$ cat src/rtl/fetch_controller.sv
// Instruction-fetch sequencer: owns the PC, issues one imem request at a time and
// fills a stallable IF/ID register; handles EX redirects, misaligned and timeout faults.
module fetch_controller #(
  parameter logic [31:0] RESET_VECTOR = 32'h0000_0000,
  parameter int          IMEM_ADDR_W  = 9,
  parameter int          TIMEOUT      = 16
) (
  input  logic                   clk,
  input  logic                   rst,
  input  logic                   stall,
  input  logic                   redirect,
  input  logic [31:0]            redirect_pc,
  output logic                   imem_req,
  output logic [IMEM_ADDR_W-1:0] imem_addr,
  input  logic                   imem_ready,
  input  logic [31:0]            imem_rdata,
  output logic [31:0]            pc_out,
  output logic                   if_valid,
  output logic [31:0]            if_pc,
  output logic [31:0]            if_instr,
  output logic                   fault,
  output logic [1:0]             fault_code
);

  localparam int CW = $clog2(TIMEOUT + 1);

  typedef enum logic [1:0] {S_IDLE, S_FETCH, S_FAULT} state_t;

  state_t        state, state_nxt;
  logic [CW-1:0] to_cnt;
  logic          misalign, xfer, waiting, to_hit, redir_ok;

  assign misalign  = redirect_pc[1:0] != 2'b00;
  assign redir_ok  = redirect && (state != S_FAULT);
  assign imem_addr = pc_out[IMEM_ADDR_W-1:0];
  assign xfer      = imem_req & imem_ready;
  assign waiting   = imem_req & ~imem_ready;
  // Fault on the edge that would push the wait count to TIMEOUT.
  assign to_hit    = waiting && (to_cnt == CW'(TIMEOUT - 1));

  always_ff @(posedge clk or negedge rst) begin
    if (!rst) state <= S_IDLE;
    else      state <= state_nxt;
  end

  always_comb begin
    state_nxt = state;
    imem_req  = 1'b0;
    case (state)
      S_IDLE: begin
        state_nxt = (redirect && misalign) ? S_FAULT : S_FETCH;
      end
      S_FETCH: begin
        imem_req = !(if_valid && stall);
        if (redirect)    state_nxt = misalign ? S_FAULT : S_FETCH;
        else if (to_hit) state_nxt = S_FAULT;
      end
      S_FAULT: state_nxt = S_FAULT;
      default: state_nxt = S_IDLE;
    endcase
  end

  always_ff @(posedge clk or negedge rst) begin
    if (!rst) begin
      pc_out     <= RESET_VECTOR;
      if_valid   <= 1'b0;
      if_pc      <= '0;
      if_instr   <= '0;
      fault      <= 1'b0;
      fault_code <= 2'b00;
      to_cnt     <= '0;
    end else if (redir_ok) begin
      // Redirect wins over transfer, stall and timeout; same-cycle data is dropped.
      if_valid <= 1'b0;
      pc_out   <= redirect_pc;
      to_cnt   <= '0;
      if (misalign) begin
        fault      <= 1'b1;
        fault_code <= 2'b01;
      end
    end else if (state == S_FETCH) begin
      if (to_hit) begin
        fault      <= 1'b1;
        fault_code <= 2'b10;
        if_valid   <= 1'b0;
        to_cnt     <= '0;
      end else if (xfer) begin
        if_valid <= 1'b1;
        if_pc    <= pc_out;
        if_instr <= imem_rdata;
        pc_out   <= pc_out + 32'd4;
        to_cnt   <= '0;
      end else begin
        if (if_valid && !stall) if_valid <= 1'b0;
        to_cnt <= waiting ? to_cnt + 1'b1 : '0;
      end
    end
  end

endmodule

$ cat config.mk
export PLATFORM = sky130hd
export DESIGN_NAME = fetch_controller
export DESIGN_NICKNAME = d
export VERILOG_FILES = /design/src/rtl/fetch_controller.sv
export SDC_FILE = /design/constraint.sdc
export NUM_CORES = 1
export LEC_CHECK = 0
export CAP_MARGIN = 0
export CORE_ASPECT_RATIO = 2
export CORE_MARGIN = 2
export CORE_UTILIZATION = 45
export DETAILED_ROUTE_END_ITERATION = 12
export HOLD_SLACK_MARGIN = 0.06
export PLACE_DENSITY_LB_ADDON = 0.08
export SKIP_CTS_REPAIR_TIMING = 1
export SLEW_MARGIN = 20
export SYNTH_ARGS = -nofsm -noshare
export SYNTH_HDL_FRONTEND = slang
export SYNTH_SLANG_ARGS = --single-unit
$ cat constraint.sdc
create_clock -name clk -period 2.3 [get_ports clk]
set_clock_uncertainty 0.1 [all_clocks]
set_input_delay 0.46 -clock clk [delete_from_list [all_inputs] [get_ports clk]]
set_output_delay 0.46 -clock clk [all_outputs]
set_load 0.01 [all_outputs]
==> results.sh, run 1 <==
export IMPL_outcome="completed"
export IMPL_hp_class="flop to flop"
export IMPL_antenna_found_initial=0
export IMPL_r2r_start="pc_out[7]$_DFFE_PN0P_"
export IMPL_p_comb_share_pct=45.5
export IMPL_fin_crit_sh_pct=89.87
export IMPL_cts_buffers=9
export IMPL_synthMuxAreaShare_pct=14.41
export IMPL_synth_top_cell_area_share_pct=54.48
export IMPL_ys_seq_area_share_pct=54.48
export IMPL_postRouteAntennaNets=0
export IMPL_worstSetupEndpointType="flop"
export IMPL_vdd_drop_max_mv=0.6619
export IMPL_r2r_end="pc_out[22]$_DFFE_PN0P_"
export IMPL_power_frac_seq_pct=37.8
export IMPL_htreeDepth=3
export IMPL_syn_nets=507
export IMPL_relSlewSlack_pct=68.35
export IMPL_synth_compound_area_share_pct=5.779
export IMPL_crit_type="flop to flop"
export IMPL_grt_ovfl_total=0
export IMPL_synth_most_common_cell="dfrtp_1"
export IMPL_synth_top_family_by_area="simple AND/OR/NAND/NOR gates"
export IMPL_synth_simple_gate_area_share_pct=16.37
export IMPL_via_count=3957
export IMPL_p_per_area_mw_per_mm2=1239
export IMPL_yosys_area_share_xor_xnor_pct=4.099
export IMPL_cap_violations=0
export IMPL_synth_ff_type="dfrtp_1"
export IMPL_synthCells=435
export IMPL_hold_path_startpoint="fault$_DFFE_PN0P_"
export IMPL_viasPerCell=5.179
export IMPL_synth_avg_cell_area_um2=11.30
export IMPL_power_frac_clock_pct=16.7
export IMPL_hpwl_mm=9.134
export IMPL_netlist_top_cells_count="107 x dfrtp_1, 62 x mux2_2, 54 x nand2_1"
export IMPL_grt_usage_pct=21.64
export IMPL_finalHoldViolCount=0
export IMPL_core_area_mm2=0.01074
export IMPL_async_reset_ff_share_pct=100.0
export IMPL_r2r_slack_ns=0.23
export IMPL_drtIter0Drc=218
export IMPL_placed_area_mm2=0.006924
export IMPL_power_switching_uw=2941
export IMPL_synth_edf_count=0
export IMPL_synth_adder_area_share_pct=0.7637
export IMPL_first_pass_iters=4
export IMPL_synth_area_mm2=0.004915
export IMPL_start_util_pct=45.75
export IMPL_p_int_uw=6011
export IMPL_wl_mm=12.31
export IMPL_grt_pass1_wl_mm=19.84
export IMPL_nets=692
export IMPL_fin_tns_setup_ns=0
export IMPL_syn_to_final_growth_pct=47.05
export IMPL_min_path_cells=1
export IMPL_drc_errors=0
export IMPL_place_gp_congestion=0.8546
export IMPL_rows=54
export IMPL_grt_setup_unrepaired="no"
export IMPL_fp_dieArea_mm2=0.01182
export IMPL_insertion_delay_ns=0.34
export IMPL_leakage_uw=0.003041
export IMPL_worst_path_largest_cell_delay_ns=0.51
export IMPL_clockBufferDepth=2
export IMPL_yosys_area_top_type="dfrtp_1"
export IMPL_synth_seq_cells=107
export IMPL_ff2ff_path_depth=6
export IMPL_p_sw_share_pct=32.85
export IMPL_finalMaxSlewViolations=0
export IMPL_cts_tree="done"
export IMPL_worstPathMaxFanout=9
export IMPL_cts_root_buf="clkbuf_16"
export IMPL_critical_path_arrival_ns=2.19
export IMPL_fin_crit_ns=2.067
export IMPL_clkTransAtPathRegs_ns=0.07
export IMPL_die_h_um=151.8
export IMPL_crit_path_start_kind="flop"
export IMPL_slowest_stage="dfrtp_1"
export IMPL_first_global_vias=3889
export IMPL_grt_max_degree=52
export IMPL_antenna_cells=0
export IMPL_synth_cell_types=44
export IMPL_crit_buf_inv=1
export IMPL_setup_viol=0
export IMPL_cts_sinks=107
export IMPL_synthTopCellsByArea="dfrtp_1 54%, mux2_2 14%, nand2_1 4.1%"
export IMPL_cp_data_required_time_ns=2.42
export IMPL_final_area_mm2=0.007227
export IMPL_path_delay_family="simple AND/OR/NAND/NOR gates"
export IMPL_ios=179
export IMPL_worst_slew_pin_slew_ns=0.4704
export IMPL_fmax_mhz=483.8
export IMPL_io_buffers=178
export IMPL_final_layout_size_suffix_gt1_share_pct=17.15
export IMPL_hold_path_end="fault$_DFFE_PN0P_"
export IMPL_die_x_um=77.90
export IMPL_cp_cell_sequence="and3_1 > nand4_4 > nor4_1 > buf_4 > xnor2_1 > o21ai_1"
export IMPL_wl_per_cell_um=16.12
export IMPL_yosys_warnings=0
placed cells by master (no fill, tap or decap), types with 5 or more instances in the layout:
master           instances
nor4_1                  10
nand3_1                 17
a21oi_1                  5
nand4_1                 13
nor2_1                  18
inv_1                    5
nand2_1                 54
xnor2_1                 13
mux2_2                  62
dfrtp_1                107
xor2_1                  10
clkbuf_16                9
clkdlybuf4s50_1        176
nor3_1                   6
and3_1                  13
buf_4                   22
o21ai_0                 29
kinds of logic (layout without fill, tap and decap cells):
logic type               after synthesis  in the layout
AND/OR/NAND/NOR                      154            154
flip-flops                           107            107
multiplexers                          63             63
AO/OA/AOI/OAI                         50             50
buffers and inverters                 35            224
XOR/XNOR                              23             23
adder cells (fa/ha/maj)                3              3
final cells by class:
type	instances	area, um2
Inverter	5	18.77
Tap cell	140	175.2
Clock buffer	13	240.2
Multi-Input combinational cell	293	2048
Sequential cell	107	2678
Clock inverter	2	37.54
Timing Repair Buffer	204	2029
Fill cell	819	3516
metal layers:
layer	track usage (%)	share of wire (%)	wire length (um)	vias up
met2	36.42	51	6333	124
met4	8.158	2.1	264	0
met1	27.54	42	5140	1912
met5	0	0	0	-
li1	-	-	-	1906
met3	4.325	4.7	574	15
state kept, by name, indices dropped and copies added, names as in the netlist:
| signal | count |
|---|---|
| fault | 1 |
| fault_code | 2 |
| if_instr | 32 |
| if_pc | 32 |
| if_valid | 1 |
| pc_out | 32 |
| state | 2 |
| to_cnt | 5 |
power by group through the flow:
stage / Sequential [uW] / Clock, uW / Combinational, uW
floorplan: 3720 / 0 / 1430
global placement: 3380 / 0 / 4050
detailed placement: 3410 / 0 / 4100
CTS: 3390 / 1540 / 4110
global route: 3520 / 1630 / 4380
finish: 3380 / 1500 / 4070
per-stage QoR:
| step | std cells | power [uW] | hold WS (ns) | util [%] | worst slack, ns |
|---|---|---|---|---|---|
| finish | 764 | 8952 | 0.3769 | 67.27 | 0.2330 |
| global route | 764 | 9528 | 0.4184 | 67.27 | 0.1037 |
| CTS | 762 | 9041 | -0.08526 | 67.04 | 0.02614 |
| detailed placement | 747 | 7513 | 0.2890 | 64.45 | -0.005623 |
| global placement | 747 | 7433 | 0.2843 | 64.45 | 0.01127 |
| floorplan | 435 | 5148 | 0.06441 | - | 0.4324 |
how the worst max path moves through the flow:
| stage | startpoint | to | slack [ns] | cells after the start |
|---|---|---|---|---|
| after floorplan | pc_out[2]$_DFFE_PN0P_ | pc_out[30]$_DFFE_PN0P_ | 0.43 | 7 |
| after global placement | imem_ready | pc_out[22]$_DFFE_PN0P_ | 0.01 | 6 |
| after detailed placement | imem_ready | pc_out[22]$_DFFE_PN0P_ | -0.006 | 6 |
| after CTS | stall | imem_req | 0.03 | 5 |
| after global routing | pc_out[7]$_DFFE_PN0P_ | pc_out[22]$_DFFE_PN0P_ | 0.10 | 6 |
| final | pc_out[7]$_DFFE_PN0P_ | pc_out[22]$_DFFE_PN0P_ | 0.23 | 6 |
(Power assumes the default switching activity.)
==> run 2: changes to the inputs <==
--- a/config.mk
+++ b/config.mk
@@ -10,6 +10,7 @@
 export CORE_MARGIN = 2
 export CORE_UTILIZATION = 45
 export DETAILED_ROUTE_END_ITERATION = 12
+export GPL_TIMING_DRIVEN = 0
 export HOLD_SLACK_MARGIN = 0.06
 export PLACE_DENSITY_LB_ADDON = 0.08
 export SKIP_CTS_REPAIR_TIMING = 1
==> run 2 against run 1 <==
Clock power increased by 6%; routed wire length is 2.1% higher; maximum frequency is 4.0% lower; non-clock buffer count increased by 9; critical path depth decreased by 1; clock-buffer cell count down 2; worst setup slack got worse by 0.086 ns; sequential cell count is the same; sequential power is 1% higher; cell area increased by 0.26%; combinational power about the same; core utilization is 0.17 points higher.
==> results.sh, run 2 (synthesized netlist as in run 1, its figures left out) <==
export IMPL_insertion_delay_ns=0.34
export IMPL_outcome="completed"
export IMPL_nets=701
export IMPL_r2r_slack_ns=0.15
export IMPL_multi_input_area_mm2=0.002053
export IMPL_cts_buffers=9
export IMPL_clockBufferDepth=2
export IMPL_hold_path_startpoint="fault$_DFFE_PN0P_"
export IMPL_antenna_cells=0
export IMPL_fmax_mhz=464.4
export IMPL_hp_class="flop to flop"
export IMPL_dp_cells=752
export IMPL_fin_crit_ns=2.153
export IMPL_hold_path_end="fault$_DFFE_PN0P_"
export IMPL_leakage_uw=0.003054
export IMPL_power_frac_clock_pct=17.5
export IMPL_ios=179
export IMPL_grt_pass1_wl_mm=19.87
export IMPL_cp_data_required_time_ns=2.43
export IMPL_regArea_mm2=0.002678
export IMPL_syn_to_final_growth_pct=47.43
export IMPL_grt_usage_pct=21.68
export IMPL_crit_type="input pin to flop"
export IMPL_postRouteAntennaNets=0
export IMPL_htreeDepth=3
export IMPL_fin_crit_sh_pct=93.62
export IMPL_worstSetupEndpointType="flop"
export IMPL_fp_dieArea_mm2=0.01182
export IMPL_cts_sinks=107
export IMPL_holdWs_ns=0.3728
export IMPL_io_buffers=176
export IMPL_grt_setup_unrepaired="yes"
export IMPL_drc_errors=0
export IMPL_worstPathMaxFanout=10
export IMPL_relSlewSlack_pct=62.20
export IMPL_layout_common_cells="174 x clkdlybuf4s50_1, 107 x dfrtp_1, 62 x mux2_2"
export IMPL_first_pass_iters=4
export IMPL_ff2ff_path_depth=6
export IMPL_cts_root_buf="clkbuf_16"
export IMPL_power_switching_uw=2965
export IMPL_die_x_um=77.90
export IMPL_top_regs="if_instr x32, if_pc x32, pc_out x32"
export IMPL_hpwl_mm=9.222
export IMPL_finalHoldViolCount=0
export IMPL_p_comb_share_pct=44.8
export IMPL_die_h_um=151.8
export IMPL_final_layout_size_suffix_gt1_share_pct=18.04
export IMPL_power_frac_seq_pct=37.7
export IMPL_r2r_start="pc_out[2]$_DFFE_PN0P_"
export IMPL_antenna_found_initial=0
export IMPL_worst_slew_pin_slew_ns=0.5670
export IMPL_grt_ovfl_total=0
export IMPL_first_global_vias=3920
export IMPL_final_common_cell="clkdlybuf4s50_1"
export IMPL_start_util_pct=45.75
export IMPL_num_fill_cells=836
export IMPL_drtIter0Drc=282
export IMPL_rows=54
export IMPL_min_path_cells=1
export IMPL_place_gp_congestion=0.8005
export IMPL_finalPower_uw=9093
export IMPL_vdd_drop_max_mv=0.7100
export IMPL_cts_tree="done"
export IMPL_p_per_area_mw_per_mm2=1255
export IMPL_crit_path_start_kind="input pin"
export IMPL_viasPerCell=5.194
export IMPL_cap_violations=0
export IMPL_finalMaxSlewViolations=0
export IMPL_via_count=4010
export IMPL_p_sw_share_pct=32.61
export IMPL_p_int_uw=6128
export IMPL_core_area_mm2=0.01074
export IMPL_r2r_end="pc_out[22]$_DFFE_PN0P_"
export IMPL_clkTransAtPathRegs_ns=0.07
export IMPL_wl_mm=12.58
export IMPL_grt_max_degree=70
export IMPL_fin_tns_setup_ns=0
export IMPL_final_cells=772
export IMPL_wl_per_cell_um=16.29
export IMPL_critical_path_arrival_ns=2.28
export IMPL_setup_viol=0
==> run 2: power groups by stage <==
stage	clock network (uW)	registers [uW]	logic [uW]
global route	1700	3570	4390
detailed placement	0	3460	4070
floorplan	0	3720	1430
global placement	0	3420	4010
finish	1590	3430	4080
CTS	1620	3430	4090
==> run 2: worst max-delay path, cell delays in order <==
cell	delay [ns]
clkdlybuf4s50_1	0.53
nand2_4	0.09
nand4_1	0.32
clkbuf_1	0.48
mux2_2	0.39
==> run 2: worst max path at each step <==
stage	cells past startpoint	from	to
global placement	1	rst	fault_code[0]$_DFFE_PN0P_
global route	7	pc_out[2]$_DFFE_PN0P_	pc_out[30]$_DFFE_PN0P_
CTS	5	stall	imem_req
floorplan	7	pc_out[2]$_DFFE_PN0P_	pc_out[30]$_DFFE_PN0P_
finish	5	stall	if_instr[0]$_DFFE_PN0P_
detailed placement	5	stall	if_instr[0]$_DFFE_PN0P_
==> run 2: stage by stage <==
stage / setup slack [ns] / area (um2) / util (%)
after floorplan: 0.4324 / 4915 / -
after global placement: -3.578 / 6852 / 63.78
after detailed placement: -0.2793 / 6880 / 64.05
after CTS: -0.01993 / 7178 / 66.82
after global routing: -0.01065 / 7246 / 67.45
final: 0.1468 / 7246 / 67.45
==> run 2: layout make-up <==
class	count	share of cell area, %
Buffer	30	2.521
Clock buffer	11	3.212
Clock inverter	3	0.8979
Inverter	5	0.2590
Multi-Input combinational cell	293	28.34
Sequential cell	107	36.95
Tap cell	140	2.418
Timing Repair Buffer	183	25.40
==> run 2: routing by layer <==
layer	track usage, %	wire, um
met2	38.15	6655
met3	3.791	560
met1	26.61	5145
met5	0	0
met4	7.807	213
==> run 3: changes to the inputs <==
--- a/config.mk
+++ b/config.mk
@@ -5,6 +5,7 @@
 export SDC_FILE = /design/constraint.sdc
 export NUM_CORES = 1
 export LEC_CHECK = 0
+export ABC_CLOCK_PERIOD_IN_PS = 2300
 export CAP_MARGIN = 0
 export CORE_ASPECT_RATIO = 2
 export CORE_MARGIN = 2
@@ -13,6 +14,7 @@
 export GPL_TIMING_DRIVEN = 0
 export HOLD_SLACK_MARGIN = 0.06
 export PLACE_DENSITY_LB_ADDON = 0.08
+export REMOVE_ABC_BUFFERS = 1
 export SKIP_CTS_REPAIR_TIMING = 1
 export SLEW_MARGIN = 20
 export SYNTH_ARGS = -nofsm -noshare
==> run 3 against run 2 <==
Sequential cell count is the same; clock-buffer cell count decreased by 1; global-route usage down 0.97 points; routed wire length decreased by 1.2%; maximum frequency is 3.1% lower; combinational power is 2% lower; die area unchanged; clock power decreased by 6%; register-to-register slack gained 0.04 ns; non-clock buffer count decreased by 19; critical endpoint is now imem_req; largest cell class unchanged.
==> results.sh, run 3 (synthesized netlist as in run 1, its figures left out) <==
export IMPL_hp_class="flop to flop"
export IMPL_relSlewSlack_pct=51.70
export IMPL_layout_common_cells="177 x clkdlybuf4s50_1, 107 x dfrtp_1, 62 x mux2_2"
export IMPL_wl_mm=12.42
export IMPL_rows=54
export IMPL_leakage_uw=0.002991
export IMPL_final_layout_size_suffix_gt1_share_pct=17.37
export IMPL_htreeDepth=3
export IMPL_p_int_uw=5898
export IMPL_critical_path_arrival_ns=1.66
export IMPL_start_util_pct=45.75
export IMPL_syn_to_final_growth_pct=46.49
export IMPL_hpwl_mm=8.811
export IMPL_p_sw_share_pct=33.89
export IMPL_vdd_drop_max_mv=0.8235
export IMPL_slowest_stage="clkdlybuf4s50_1"
export IMPL_fin_crit_sh_pct=96.63
export IMPL_crit_path_start_kind="input pin"
export IMPL_insertion_delay_ns=0.35
export IMPL_power_frac_seq_pct=38.4
export IMPL_p_per_area_mw_per_mm2=1239
export IMPL_finalMaxSlewViolations=0
export IMPL_worst_slew_pin_slew_ns=0.7227
export IMPL_clkTransAtPathRegs_ns=0.07
export IMPL_fin_tns_setup_ns=0
export IMPL_nets=683
export IMPL_grt_setup_unrepaired="no"
export IMPL_worstSetupEndpointType="primary output"
export IMPL_outcome="completed"
export IMPL_grt_ovfl_total=0
export IMPL_grt_pass1_wl_mm=19.24
export IMPL_grt_max_degree=67
export IMPL_regArea_mm2=0.002678
export IMPL_core_area_mm2=0.01074
export IMPL_fp_dieArea_mm2=0.01182
export IMPL_drtIter0Drc=250
export IMPL_grt_usage_pct=20.71
export IMPL_place_gp_congestion=0.7647
export IMPL_fmax_mhz=449.9
export IMPL_p_comb_share_pct=44.8
export IMPL_worstPathMaxFanout=4
export IMPL_worst_path_largest_cell_delay_ns=0.53
export IMPL_final_common_cell="clkdlybuf4s50_1"
export IMPL_finalHoldViolCount=0
export IMPL_first_pass_iters=4
export IMPL_crit_type="input pin to primary output"
export IMPL_cp_cell_sequence="clkdlybuf4s50_1 > nand2_4 > nand2_1 > inv_1 > clkdlybuf4s50_1"
export IMPL_power_frac_clock_pct=16.8
export IMPL_cts_sinks=107
export IMPL_fin_crit_ns=2.223
export IMPL_die_x_um=77.90
export IMPL_top_regs="if_instr x32, if_pc x32, pc_out x32"
export IMPL_wl_per_cell_um=16.43
export IMPL_cap_violations=0
export IMPL_io_buffers=178
export IMPL_cts_buffers=9
export IMPL_antenna_cells=0
export IMPL_die_h_um=151.8
export IMPL_via_count=3940
export IMPL_cp_data_required_time_ns=1.74
export IMPL_cts_tree="done"
export IMPL_num_fill_cells=837
export IMPL_setup_viol=0
export IMPL_cts_root_buf="clkbuf_16"
export IMPL_cp_common_cell="clkdlybuf4s50_1"
export IMPL_viasPerCell=5.212
export IMPL_drc_errors=0
export IMPL_dp_slack_ns=-0.3453
export IMPL_ios=179
export IMPL_first_global_vias=3702
export IMPL_clockBufferDepth=2
export IMPL_power_switching_uw=3024
export IMPL_multi_input_area_mm2=0.002067
export IMPL_antenna_found_initial=0
export IMPL_setup_slack_ns=0.07744
export IMPL_postRouteAntennaNets=0
[run 3: cell types whose count changed in the layout (fill, tap and decap cells not counted), moves of 2 or more]
cell	change
buf_2	-10
buf_4	-9
clkbuf_1	-8
clkdlybuf4s50_1	+3
inv_6	+3
and3_1	-2
and3_2	+2
buf_6	+2
buf_8	+2
bufinv_16	-2
clkinvlp_4	+2
nor2b_1	-2
nor4_1	+2
nor4_2	-2
[run 3: power groups by stage]
stage                     clock network (uW)  logic, uW  registers [uW]
after floorplan                            0       1260            3760
after global placement                     0       3880            3420
after detailed placement                   0       3960            3460
after CTS                               1530       3980            3420
after global routing                    1600       4290            3580
final                                   1500       4000            3430
[run 3: final timing paths]
check / startpoint / endpoint / slack (ns) / depth (start not counted)
min in group asynchronous: rst / if_instr[3]$_DFFE_PN0P_ / 0.48 / 2
worst max-delay path: stall / imem_req / 0.08 / 5
worst max register to register: state[1]$_DFFE_PN0P_ / pc_out[21]$_DFFE_PN0P_ / 0.19 / 6
worst min-delay path: fault$_DFFE_PN0P_ / fault$_DFFE_PN0P_ / 0.39 / 1
max in group asynchronous: rst / pc_out[9]$_DFFE_PN0P_ / 0.94 / 3
worst min register to register: fault$_DFFE_PN0P_ / fault$_DFFE_PN0P_ / 0.39 / 1
[run 3: critical path: cells and delay by family]
family / cells / cell delay [ns]
buffers and inverters: 3 / 1.04
AND/OR/NAND/NOR: 2 / 0.16
[run 3: layout make-up]
| class | count | share of cell area (%) |
|---|---|---|
| multi-input cells | 294 | 28.71 |
| well taps | 140 | 2.433 |
| inverters | 5 | 0.2607 |
| clock inverters | 6 | 0.6430 |
| flip-flops and latches | 107 | 37.19 |
| clock buffers | 10 | 3.319 |
| repair buffers | 194 | 27.44 |
[run 3: metrics by stage]
step	total power, uW	hold slack [ns]	area, um2	utilization (%)	instances
2_1_floorplan	5017	0.06441	4732	-	405
3_3_place_gp	7304	0.3590	6689	62.26	723
3_5_place_dp	7418	0.3057	6828	63.56	731
4_1_cts	8935	-0.07004	7113	66.21	747
5_1_grt	9477	0.4090	7199	67.02	756
6_report	8922	0.3893	7199	67.02	756
[run 3: metal layers]
layer,global-route usage [%],vias up,routed length [um],part of all wire (%)
met5,0,-,0,0
met4,6.140,0,184,1.5
met3,4.206,10,615,5.0
met2,34.78,119,6328,51
met1,27.10,1930,5291,43
li1,-,1881,-,-
